`config.mk`:
```
export PLATFORM = sky130hd
export DESIGN_NAME = dmem_arbiter_flat
export DESIGN_NICKNAME = d
export VERILOG_FILES = /design/src/rtl/dmem_arbiter_pkg.sv /design/src/rtl/dmem_arbiter_if.sv /design/src/rtl/dmem_arbiter_pick.sv /design/src/rtl/dmem_arbiter.sv /design/src/flat_wrapper.sv
export SDC_FILE = /design/constraint.sdc
export NUM_CORES = 1
export LEC_CHECK = 0
export BUFFER_PORTS_ARGS = -buffer_cell sky130_fd_sc_hd__clkbuf_2
export CAP_MARGIN = 20
export CORE_MARGIN = 2
export CORE_UTILIZATION = 41
export DETAILED_ROUTE_END_ITERATION = 6
export GPL_TIMING_DRIVEN = 1
export PLACE_DENSITY_LB_ADDON = 0.08
export SLEW_MARGIN = 0
export SYNTH_ARGS = -nofsm -noshare
export SYNTH_HDL_FRONTEND = slang
export SYNTH_SLANG_ARGS = --single-unit
```
`constraint.sdc`:
```
create_clock -name CLK -period 1.98 [get_ports CLK]
set_clock_uncertainty 0.15 [all_clocks]
set_input_delay 0.396 -clock CLK [delete_from_list [all_inputs] [get_ports CLK]]
set_output_delay 0.396 -clock CLK [all_outputs]
set_load 0.02 [all_outputs]
```
`src/rtl/dmem_arbiter_pkg.sv`:
```
// Shared types and helpers for the two-port data-memory arbiter.
package dmem_arb_pkg;

    localparam int STATE_W = 2;

    typedef enum logic [STATE_W-1:0] {
        IDLE   = 2'd0,
        ACCESS = 2'd1,
        RESP   = 2'd2
    } state_t;

    localparam logic P0 = 1'b0;
    localparam logic P1 = 1'b1;

    // Misaligned, or word index beyond the memory.
    function automatic logic addr_bad(input logic [31:0] addr, input int unsigned depth);
        return (addr[1:0] != 2'b00) || ({2'b00, addr[31:2]} >= 32'(depth));
    endfunction

endpackage

```
`src/rtl/dmem_arbiter_if.sv`:
```
// Requester and memory signals of the data-memory arbiter.
interface dmem_arbiter_if;
    logic        req0, we0, done0, err0;
    logic [31:0] addr0, wdata0, rdata0;
    logic        req1, we1, done1, err1;
    logic [31:0] addr1, wdata1, rdata1;
    logic        mem_mrd, mem_mwrt;
    logic [31:0] mem_addr, mem_wdata, mem_rdata;

    modport slave (
        input  req0, we0, addr0, wdata0, req1, we1, addr1, wdata1, mem_rdata,
        output done0, err0, rdata0, done1, err1, rdata1,
        output mem_mrd, mem_mwrt, mem_addr, mem_wdata
    );

    modport master (
        output req0, we0, addr0, wdata0, req1, we1, addr1, wdata1, mem_rdata,
        input  done0, err0, rdata0, done1, err1, rdata1,
        input  mem_mrd, mem_mwrt, mem_addr, mem_wdata
    );
endinterface

```
`src/rtl/dmem_arbiter_pick.sv`:
```
// Combinational winner select between the two requesters.
module dmem_arb_pick
    import dmem_arb_pkg::*;
#(
    parameter int FIXED_PRIO = 0
) (
    input  logic req0,
    input  logic req1,
    input  logic last,
    input  logic starve,
    output logic win,
    output logic valid
);

    always_comb begin
        valid = req0 | req1;
        win   = P0;
        if (req1 && !req0) begin
            win = P1;
        end else if (req0 && req1) begin
            if (FIXED_PRIO != 0) win = starve ? P1 : P0;
            else                 win = ~last;
        end
    end

endmodule

```
`src/rtl/dmem_arbiter.sv`:
```
// Two-port arbiter for the single-port word data memory: IDLE -> ACCESS -> RESP.
module dmem_arbiter
    import dmem_arb_pkg::*;
#(
    parameter int unsigned DEPTH        = 512,
    parameter int          FIXED_PRIO   = 0,
    parameter int unsigned STARVE_LIMIT = 8
) (
    input  logic          CLK,
    input  logic          RESET,
    dmem_arbiter_if.slave bus
);

    localparam int W1_W = (STARVE_LIMIT < 1) ? 1 : $clog2(STARVE_LIMIT + 1);
    localparam logic [W1_W-1:0] W1_MAX = W1_W'(STARVE_LIMIT);

    state_t          state;
    logic            win_q, bad_q, last_q;
    logic [W1_W-1:0] wait1_q;
    logic            mrd_q, mwrt_q;
    logic [31:0]     maddr_q, mwdata_q;
    logic            done0_q, err0_q, done1_q, err1_q;
    logic [31:0]     rdata0_q, rdata1_q;

    logic            win, valid, starve;
    logic            sel_we, sel_bad;
    logic [31:0]     sel_addr, sel_wdata, acc_rdata;

    assign starve    = (wait1_q >= W1_MAX);
    assign sel_we    = win ? bus.we1    : bus.we0;
    assign sel_addr  = win ? bus.addr1  : bus.addr0;
    assign sel_wdata = win ? bus.wdata1 : bus.wdata0;
    assign sel_bad   = addr_bad(sel_addr, DEPTH);
    // Read strobe already encodes "read and not bad".
    assign acc_rdata = mrd_q ? bus.mem_rdata : 32'h0;

    dmem_arb_pick #(.FIXED_PRIO(FIXED_PRIO)) u_pick (
        .req0   (bus.req0),
        .req1   (bus.req1),
        .last   (last_q),
        .starve (starve),
        .win    (win),
        .valid  (valid)
    );

    always_ff @(posedge CLK or negedge RESET) begin
        if (!RESET) begin
            state    <= IDLE;
            win_q    <= P0;
            bad_q    <= 1'b0;
            last_q   <= P1;
            wait1_q  <= '0;
            mrd_q    <= 1'b0;
            mwrt_q   <= 1'b0;
            maddr_q  <= 32'h0;
            mwdata_q <= 32'h0;
            done0_q  <= 1'b0;
            err0_q   <= 1'b0;
            rdata0_q <= 32'h0;
            done1_q  <= 1'b0;
            err1_q   <= 1'b0;
            rdata1_q <= 32'h0;
        end else begin
            case (state)
                IDLE: begin
                    if (valid) begin
                        win_q    <= win;
                        bad_q    <= sel_bad;
                        mrd_q    <= !sel_we && !sel_bad;
                        mwrt_q   <= sel_we && !sel_bad;
                        maddr_q  <= sel_addr;
                        mwdata_q <= sel_wdata;
                        if (win == P1)
                            wait1_q <= '0;
                        else if (bus.req1 && wait1_q != W1_MAX)
                            wait1_q <= wait1_q + W1_W'(1);
                        state <= ACCESS;
                    end
                end
                ACCESS: begin
                    mrd_q    <= 1'b0;
                    mwrt_q   <= 1'b0;
                    maddr_q  <= 32'h0;
                    mwdata_q <= 32'h0;
                    last_q   <= win_q;
                    done0_q  <= (win_q == P0);
                    err0_q   <= (win_q == P0) && bad_q;
                    rdata0_q <= (win_q == P0) ? acc_rdata : 32'h0;
                    done1_q  <= (win_q == P1);
                    err1_q   <= (win_q == P1) && bad_q;
                    rdata1_q <= (win_q == P1) ? acc_rdata : 32'h0;
                    state    <= RESP;
                end
                RESP: begin
                    done0_q  <= 1'b0;
                    err0_q   <= 1'b0;
                    rdata0_q <= 32'h0;
                    done1_q  <= 1'b0;
                    err1_q   <= 1'b0;
                    rdata1_q <= 32'h0;
                    state    <= IDLE;
                end
                default: state <= IDLE;
            endcase
        end
    end

    assign bus.mem_mrd   = mrd_q;
    assign bus.mem_mwrt  = mwrt_q;
    assign bus.mem_addr  = maddr_q;
    assign bus.mem_wdata = mwdata_q;
    assign bus.done0     = done0_q;
    assign bus.err0      = err0_q;
    assign bus.rdata0    = rdata0_q;
    assign bus.done1     = done1_q;
    assign bus.err1      = err1_q;
    assign bus.rdata1    = rdata1_q;

endmodule

```
`src/flat_wrapper.sv`:
```
// flat-port wrapper written by rule: the top's interface ports become plain ports
module dmem_arbiter_flat import dmem_arb_pkg::*;
#(
    parameter int unsigned DEPTH        = 512,
    parameter int          FIXED_PRIO   = 0,
    parameter int unsigned STARVE_LIMIT = 8
)
  (CLK, RESET, bus_req0, bus_we0, bus_addr0, bus_wdata0, bus_req1, bus_we1, bus_addr1, bus_wdata1, bus_mem_rdata, bus_done0, bus_err0, bus_rdata0, bus_done1, bus_err1, bus_rdata1, bus_mem_mrd, bus_mem_mwrt, bus_mem_addr, bus_mem_wdata);
  dmem_arbiter_if bus_i ();
  input  logic CLK;
  input  logic RESET;
  input wire logic [$bits(bus_i.req0)-1:0] bus_req0;
  input wire logic [$bits(bus_i.we0)-1:0] bus_we0;
  input wire logic [$bits(bus_i.addr0)-1:0] bus_addr0;
  input wire logic [$bits(bus_i.wdata0)-1:0] bus_wdata0;
  input wire logic [$bits(bus_i.req1)-1:0] bus_req1;
  input wire logic [$bits(bus_i.we1)-1:0] bus_we1;
  input wire logic [$bits(bus_i.addr1)-1:0] bus_addr1;
  input wire logic [$bits(bus_i.wdata1)-1:0] bus_wdata1;
  input wire logic [$bits(bus_i.mem_rdata)-1:0] bus_mem_rdata;
  output wire logic [$bits(bus_i.done0)-1:0] bus_done0;
  output wire logic [$bits(bus_i.err0)-1:0] bus_err0;
  output wire logic [$bits(bus_i.rdata0)-1:0] bus_rdata0;
  output wire logic [$bits(bus_i.done1)-1:0] bus_done1;
  output wire logic [$bits(bus_i.err1)-1:0] bus_err1;
  output wire logic [$bits(bus_i.rdata1)-1:0] bus_rdata1;
  output wire logic [$bits(bus_i.mem_mrd)-1:0] bus_mem_mrd;
  output wire logic [$bits(bus_i.mem_mwrt)-1:0] bus_mem_mwrt;
  output wire logic [$bits(bus_i.mem_addr)-1:0] bus_mem_addr;
  output wire logic [$bits(bus_i.mem_wdata)-1:0] bus_mem_wdata;
  assign bus_i.req0 = bus_req0;
  assign bus_i.we0 = bus_we0;
  assign bus_i.addr0 = bus_addr0;
  assign bus_i.wdata0 = bus_wdata0;
  assign bus_i.req1 = bus_req1;
  assign bus_i.we1 = bus_we1;
  assign bus_i.addr1 = bus_addr1;
  assign bus_i.wdata1 = bus_wdata1;
  assign bus_i.mem_rdata = bus_mem_rdata;
  assign bus_done0 = bus_i.done0;
  assign bus_err0 = bus_i.err0;
  assign bus_rdata0 = bus_i.rdata0;
  assign bus_done1 = bus_i.done1;
  assign bus_err1 = bus_i.err1;
  assign bus_rdata1 = bus_i.rdata1;
  assign bus_mem_mrd = bus_i.mem_mrd;
  assign bus_mem_mwrt = bus_i.mem_mwrt;
  assign bus_mem_addr = bus_i.mem_addr;
  assign bus_mem_wdata = bus_i.mem_wdata;
  dmem_arbiter #(.DEPTH(DEPTH), .FIXED_PRIO(FIXED_PRIO), .STARVE_LIMIT(STARVE_LIMIT)) u_core (.CLK(CLK), .RESET(RESET), .bus(bus_i));
endmodule
```
## Word-level counts from Yosys, hierarchy flattened

Index checks and enable logic that the tools add are counted.

- Bitwise gates (word level): 3
- Multiplexer cells: 24
- $lt $le $gt $ge: 1
- Reduce and logical (&&, ||, !) cells: 16
- Equality and inequality tests: 3

Operators with widths:

| operator | number |
|---|---|
| 32-bit case mux with 2 select lines | 4 |
| 32-bit two-way mux | 7 |
| 30-bit by 10-bit >= comparator with 1-bit output, second input constant | 1 |
| 1-bit case mux with 2 select lines | 6 |
| 1-bit logical AND | 6 |
| 2-bit nonzero test | 3 |
| 1-bit two-way mux | 5 |
| 2-bit case mux with 2 select lines | 1 |
| 2-bit AND reduction | 2 |
| 1-bit zero test | 3 |
| 2-bit by 1-bit == test with 1-bit output, second input constant | 1 |
| 2-bit == test, second input constant | 1 |
| 2-bit zero test | 1 |
| 2-bit two-way mux | 1 |
| 2-bit != test, second input constant | 1 |
| 1-bit inverter | 2 |
| 1-bit logical OR | 1 |
| 1-bit bitwise OR | 1 |

- Bits in registers: 139
- Input port bits: 166
- Output and inout bits: 134
- Logic and storage cells: 61

## Logic depth before layout (Yosys ltp)

- Depth after elaboration: 10
- Depth in mapped cells: 8
- Mapped depth without buffers: 6

## Hierarchy

From an unflattened synthesis, not the netlist that was laid out.

- Cells, all modules: 612
- Area total of the unflattened synthesis: 6,197.2 um^2

Modules (own cells, without submodules):

| module | times used | sequential area each (um^2) | cells each | area each (um^2) |
|---|---|---|---|---|
| dmem_arbiter | 1 | 3,579.7 | 610 | 6,183.4 |
| dmem_arb_pick | 1 | 0.0 | 2 | 13.8 |

## Worst setup path after synthesis

No wires, ideal clock.

- Kind: register -> register
- Start point: register u_core.state[0]
- End point: register u_core.done0_q, in the netlist u_core.bus.done0
- Library setup time: 0.143 ns
- Slack: 0.135 ns
- Clock period less this slack: 1.845 ns
- Cell stages (with the launch flop): 8
- Data required time: 1.687 ns
- Path buffers: 3
- Data arrival time: 1.552 ns
- Cells stage by stage: dfrtp_1 > inv_1 > ha_1 > buf_2 > or3b_1 > clkbuf_1 > clkbuf_1 > o21ai_0

- Word-level cells in the longest chain between the ends: 2
- Elaborated cells on any way between the ends: 4
- Classes of those cells: eq/ne: 2; mux: 1; reduce/logical: 1

RTL lines:

| what | line | RTL |
|---|---|---|
| start: declaration | dmem_arbiter.sv:17 | `state_t state;` |
| start signal: assignment | dmem_arbiter.sv:48 | `state <= IDLE;` |
| start signal: assignment | dmem_arbiter.sv:77 | `state <= ACCESS;` |
| start signal: assignment | dmem_arbiter.sv:92 | `state <= RESP;` |
| 2-bit == test or 2-bit by 1-bit == test with 1-bit output (tied branches) | dmem_arbiter.sv:64 | `case (state)` |
| 1-bit case mux with 2 select lines or 2-bit nonzero test (tied branches) | -- |  |
| end signal: assignment | dmem_arbiter.sv:86 | `done0_q <= (win_q == P0);` |
| end: declaration | dmem_arbiter.sv:22 | `logic done0_q, err0_q, done1_q, err1_q;` |

Several ways; a longest one is shown, not always the timed one.
A chain may end at the register's enable or synchronous reset.

## Worst setup path after layout

- Start point: register u_core.state[1]
- End point: register u_core.mwdata_q[22], in the netlist u_core.bus.mem_wdata[22]

- Word-level cells in the longest chain between the ends: 3
- Elaborated cells on any way between the ends: 6
- Classes of those cells: eq/ne: 2; mux: 1; reduce/logical: 3

RTL lines:

| what | line | RTL |
|---|---|---|
| 2-bit by 1-bit == test with 1-bit output or 2-bit zero test (tied branches) | dmem_arbiter.sv:64 |  |
| 2-bit nonzero test (no source line) or 2-bit != test (tied branches) | -- |  |
| 2-bit AND reduction (no source line) | -- |  |
| end signal: assignment | dmem_arbiter.sv:72 | `mwdata_q <= sel_wdata;` |
| end: declaration | dmem_arbiter.sv:21 | `logic [31:0] maddr_q, mwdata_q;` |

Several ways; a longest one is shown, not always the timed one.

==> results.py <==
metrics = {
    "floorplanning": {
        "die_width_um": 125,
        "ios": 300,
        "placementRows": 44,
        "initial_utilization": 0.416,
        "die_h_um": 125,
        "dieArea_um2": 15600,
        "core_um2": 14400,
    },
    "place": {
        "place_inst": 1046,
        "io_buffers": 299,
        "finalWeightedCongestion": 0.861,
        "postPlaceCellArea_um2": 7770,
        "dp_hpwl_um": 12400,
    },
    "yosys": {
        "synth_cells": 582,
        "ys_top_cells_by_count": "138 x dfrtp_1, 101 x nand2_1, 71 x inv_1",
        "synth_top_area_frac": 0.576,
        "synthesis.nets": 751,
        "synth.area.top_cells": "dfrtp_1 58%, mux2i_1 11%, o22ai_1 6.9%",
        "synth_seq_cells": 139,
        "synth_edf_count": 0,
        "synthArstFlopShare": 1.00,
        "yosysUniqueCellTypes": 29,
        "yosysTopAreaCell": "dfrtp_1",
        "syn_area_um2": 5990,
        "synth_area_per_cell_um2": 10.3,
        "synth-main-ff-cell": "dfrtp_1",
        "yosysMostFrequentCell": "dfrtp_1",
        "ys_seq_area_frac": 0.580,
        "yosys_warnings": 0,
    },
    "routing": {
        "totalWireLength_um": 17800,
        "drc": 0,
        "routedWlPerCell_um": 16.3,
        "ant_nets": 0,
        "first_pass_iters": 4,
        "route.vias.total": 5391,
        "avgViaCountPerCell": 4.95,
        "drt_iter0_markers": 246,
    },
    "outcome": {
        "status": "complete, no violations",
    },
    "sta": {
        "setup_viol": 0,
        "finalCritPeriodShare": 0.958,
        "max_freq_ghz": 0.527,
        "worst_pin_slew_ps": 555,
        "hold_viol_final": 0,
        "report.final.slew_viol_count": 0,
        "rsz0062_at_grt": "no",
        "holdWs_ps": 80.3,
        "period_minus_slack_ps": 1900,
        "slew_headroom": 0.627,
    },
    "flow_run": {
        "cap_viol_max_count": 0,
    },
    "setup_path": {
        "worst-setup-path-type": "flip-flop to flip-flop",
        "critPathMaxStageDelay_ps": 430,
        "rr_worst_depth": 7,
        "arrival_ps": 2090,
        "critical_path.endpoint_type": "flip-flop",
        "startpoint_type": "flip-flop",
        "path_max_fanout": 7,
        "path_cells": "inv_2 -> ha_4 -> or3b_4 -> o21ai_4 -> clkbuf_16 -> nand2_1 -> o21ai_1",
        "cp.required_ps": 2170,
        "cpMaxStageDelayCell": "or3b_4",
    },
    "power": {
        "p_sw_frac": 0.376,
        "powerDensity_nw_per_um2": 1370,
        "p_comb_frac": 0.412,
        "p_leak_nw": 4.38,
        "power_frac_clock": 0.273,
        "p_switching_w": 0.00443,
        "irDropWorstVdd_v": 0.000866,
        "internal_power_w": 0.00735,
        "pwr-share-seq": 0.314,
    },
    "hold_path": {
        "holdPathStages": 3,
        "hold_path_class": "input port to flip-flop",
    },
    "final_layout": {
        "fillers": 1327,
        "finish.utilization": 0.595,
        "drive_above_1_share": 0.411,
        "syn2layout_area_growth_pct": 43.1,
        "final_cells": 1090,
        "finish.instance_area_um2": 8580,
        "nNetsFinal": 1063,
        "antenna_cells": 0,
    },
    "grt": {
        "grt_pass1_wl_um": 27700,
        "met2_usage": 0.378,
        "gr-total-overflow": 0,
        "gr-usage-met3": 0.0601,
        "grt_pass1_vias": 5488,
        "grt_max_degree": 45,
        "grt_util_met1": 0.273,
        "grtUsageTotal": 0.222,
        "antenna_found_initial": 0,
        "gr-max-usage-layer": "met2",
    },
    "clock_tree": {
        "clkTransAtPathRegs_ps": 60,
        "cts.path.max_buffers": 2,
        "insertion_delay_ps": 420,
        "htree_levels": 4,
        "tritoncts": "done",
        "cts_root_buf": "clkbuf_16",
        "cts_made_buffers": 17,
        "cts_sinks": 139,
    },
}
metal layers:
layer  up-vias  routed length (um)
met5         -                   0
met4         0                 308
met3        25                1160
met2       214                8910
met1      2539                7380
li1       2613                   -
logic make-up after synthesis:
| group | Yosys count | share of synthesized area |
|---|---|---|
| AOI/OAI and AO/OA | 141 | 0.136 |
| adders and majority gates | 3 | 0.00626 |
| buffers and inverters | 111 | 0.0808 |
| DFF | 139 | 0.580 |
| muxes | 67 | 0.112 |
| and+or+nand+nor | 121 | 0.0845 |
critical path, delay by kind of cell (launching register included):
family | cells | cell delay, ps
flops | 1 | 390
buf+inv | 2 | 340
fa+ha+maj | 1 | 170
simple gates | 2 | 480
compound gates | 2 | 280
final timing paths:
kind,slack (ps),startpoint,to
max,80,u_core.state[1],u_core.bus.mem_wdata[22]
min,80,bus_mem_rdata[26],u_core.bus.rdata1[26]
max reg2reg,80,u_core.state[1],u_core.bus.mem_wdata[22]
min reg2reg,330,u_core.bus.mem_wdata[20],u_core.bus.mem_wdata[20]
max in group asynchronous,740,RESET,u_core.bus.rdata0[18]
min in group asynchronous,280,RESET,u_core.bus.rdata0[8]
power groups by stage:
stage | clock network, W | registers, W | logic (W)
global route | 0.00343 | 0.00378 | 0.00524
global placement | 0 | 0.00373 | 0.00415
finish | 0.00322 | 0.00371 | 0.00486
CTS | 0.00329 | 0.00371 | 0.00423
detailed placement | 0 | 0.00374 | 0.00421
floorplan | 0 | 0.00429 | 0.00212
flip-flops by register name, summed over array words and instances (netlist names):
name and flops:
u_core.bad_q 1, u_core.bus.done0 1, u_core.bus.done1 1, u_core.bus.err0 1, u_core.bus.err1 1, u_core.bus.mem_addr 32, u_core.bus.mem_mrd 1, u_core.bus.mem_mwrt 1
u_core.bus.mem_wdata 32, u_core.bus.rdata0 32, u_core.bus.rdata1 32, u_core.last_q 1, u_core.state 2, u_core.win_q 1
stage by stage:
| step | worst slack (ps) | setup TNS, ps | power, W |
|---|---|---|---|
| floorplan | 135 | 0 | 0.00641 |
| global placement | -145 | -243 | 0.00788 |
| detailed placement | -162 | -305 | 0.00796 |
| CTS | 12.1 | 0 | 0.0112 |
| global route | 15.3 | 0 | 0.0124 |
| finish | 84.1 | 0 | 0.0118 |
timing repair:
action / in CTS / in global routing
setup buffers: 0 / 3
resized for setup: 0 / 4
hold buffers: 1 / 0
endpoints found under the hold margin: 27 / 0
setup endpoints to repair: 0 / 43
cell usage in the layout (no fill, tap or decap), types with 2 or more instances in the layout:
cell type / synthesis / layout
clkbuf_2: 0 / 298
o21ai_0: 18 / 18
bufinv_16: 0 / 2
o21ai_1: 51 / 51
inv_1: 71 / 69
nand4_1: 2 / 2
ha_1: 3 / 2
inv_2: 0 / 2
buf_6: 5 / 5
clkinv_2: 0 / 3
nor4_1: 10 / 10
nor3_1: 2 / 2
buf_4: 6 / 17
nand2_1: 101 / 101
dfrtp_1: 138 / 138
clkbuf_8: 0 / 7
mux2_2: 2 / 2
buf_12: 0 / 7
o22ai_1: 66 / 66
clkbuf_16: 0 / 21
mux2i_1: 65 / 65
area by class of cell:
class / count / area (um^2) / share of cell area
multi-input combinational: 333 / 2070 / 0.241
timing repair buffer: 332 / 1930 / 0.224
inverter: 71 / 267 / 0.0311
clock inverter: 6 / 82.6 / 0.00963
tap: 184 / 230 / 0.0268
sequential: 139 / 3480 / 0.406
clock buffer: 25 / 526 / 0.0613
No activity file was read; power rests on OpenSTA's default activity.
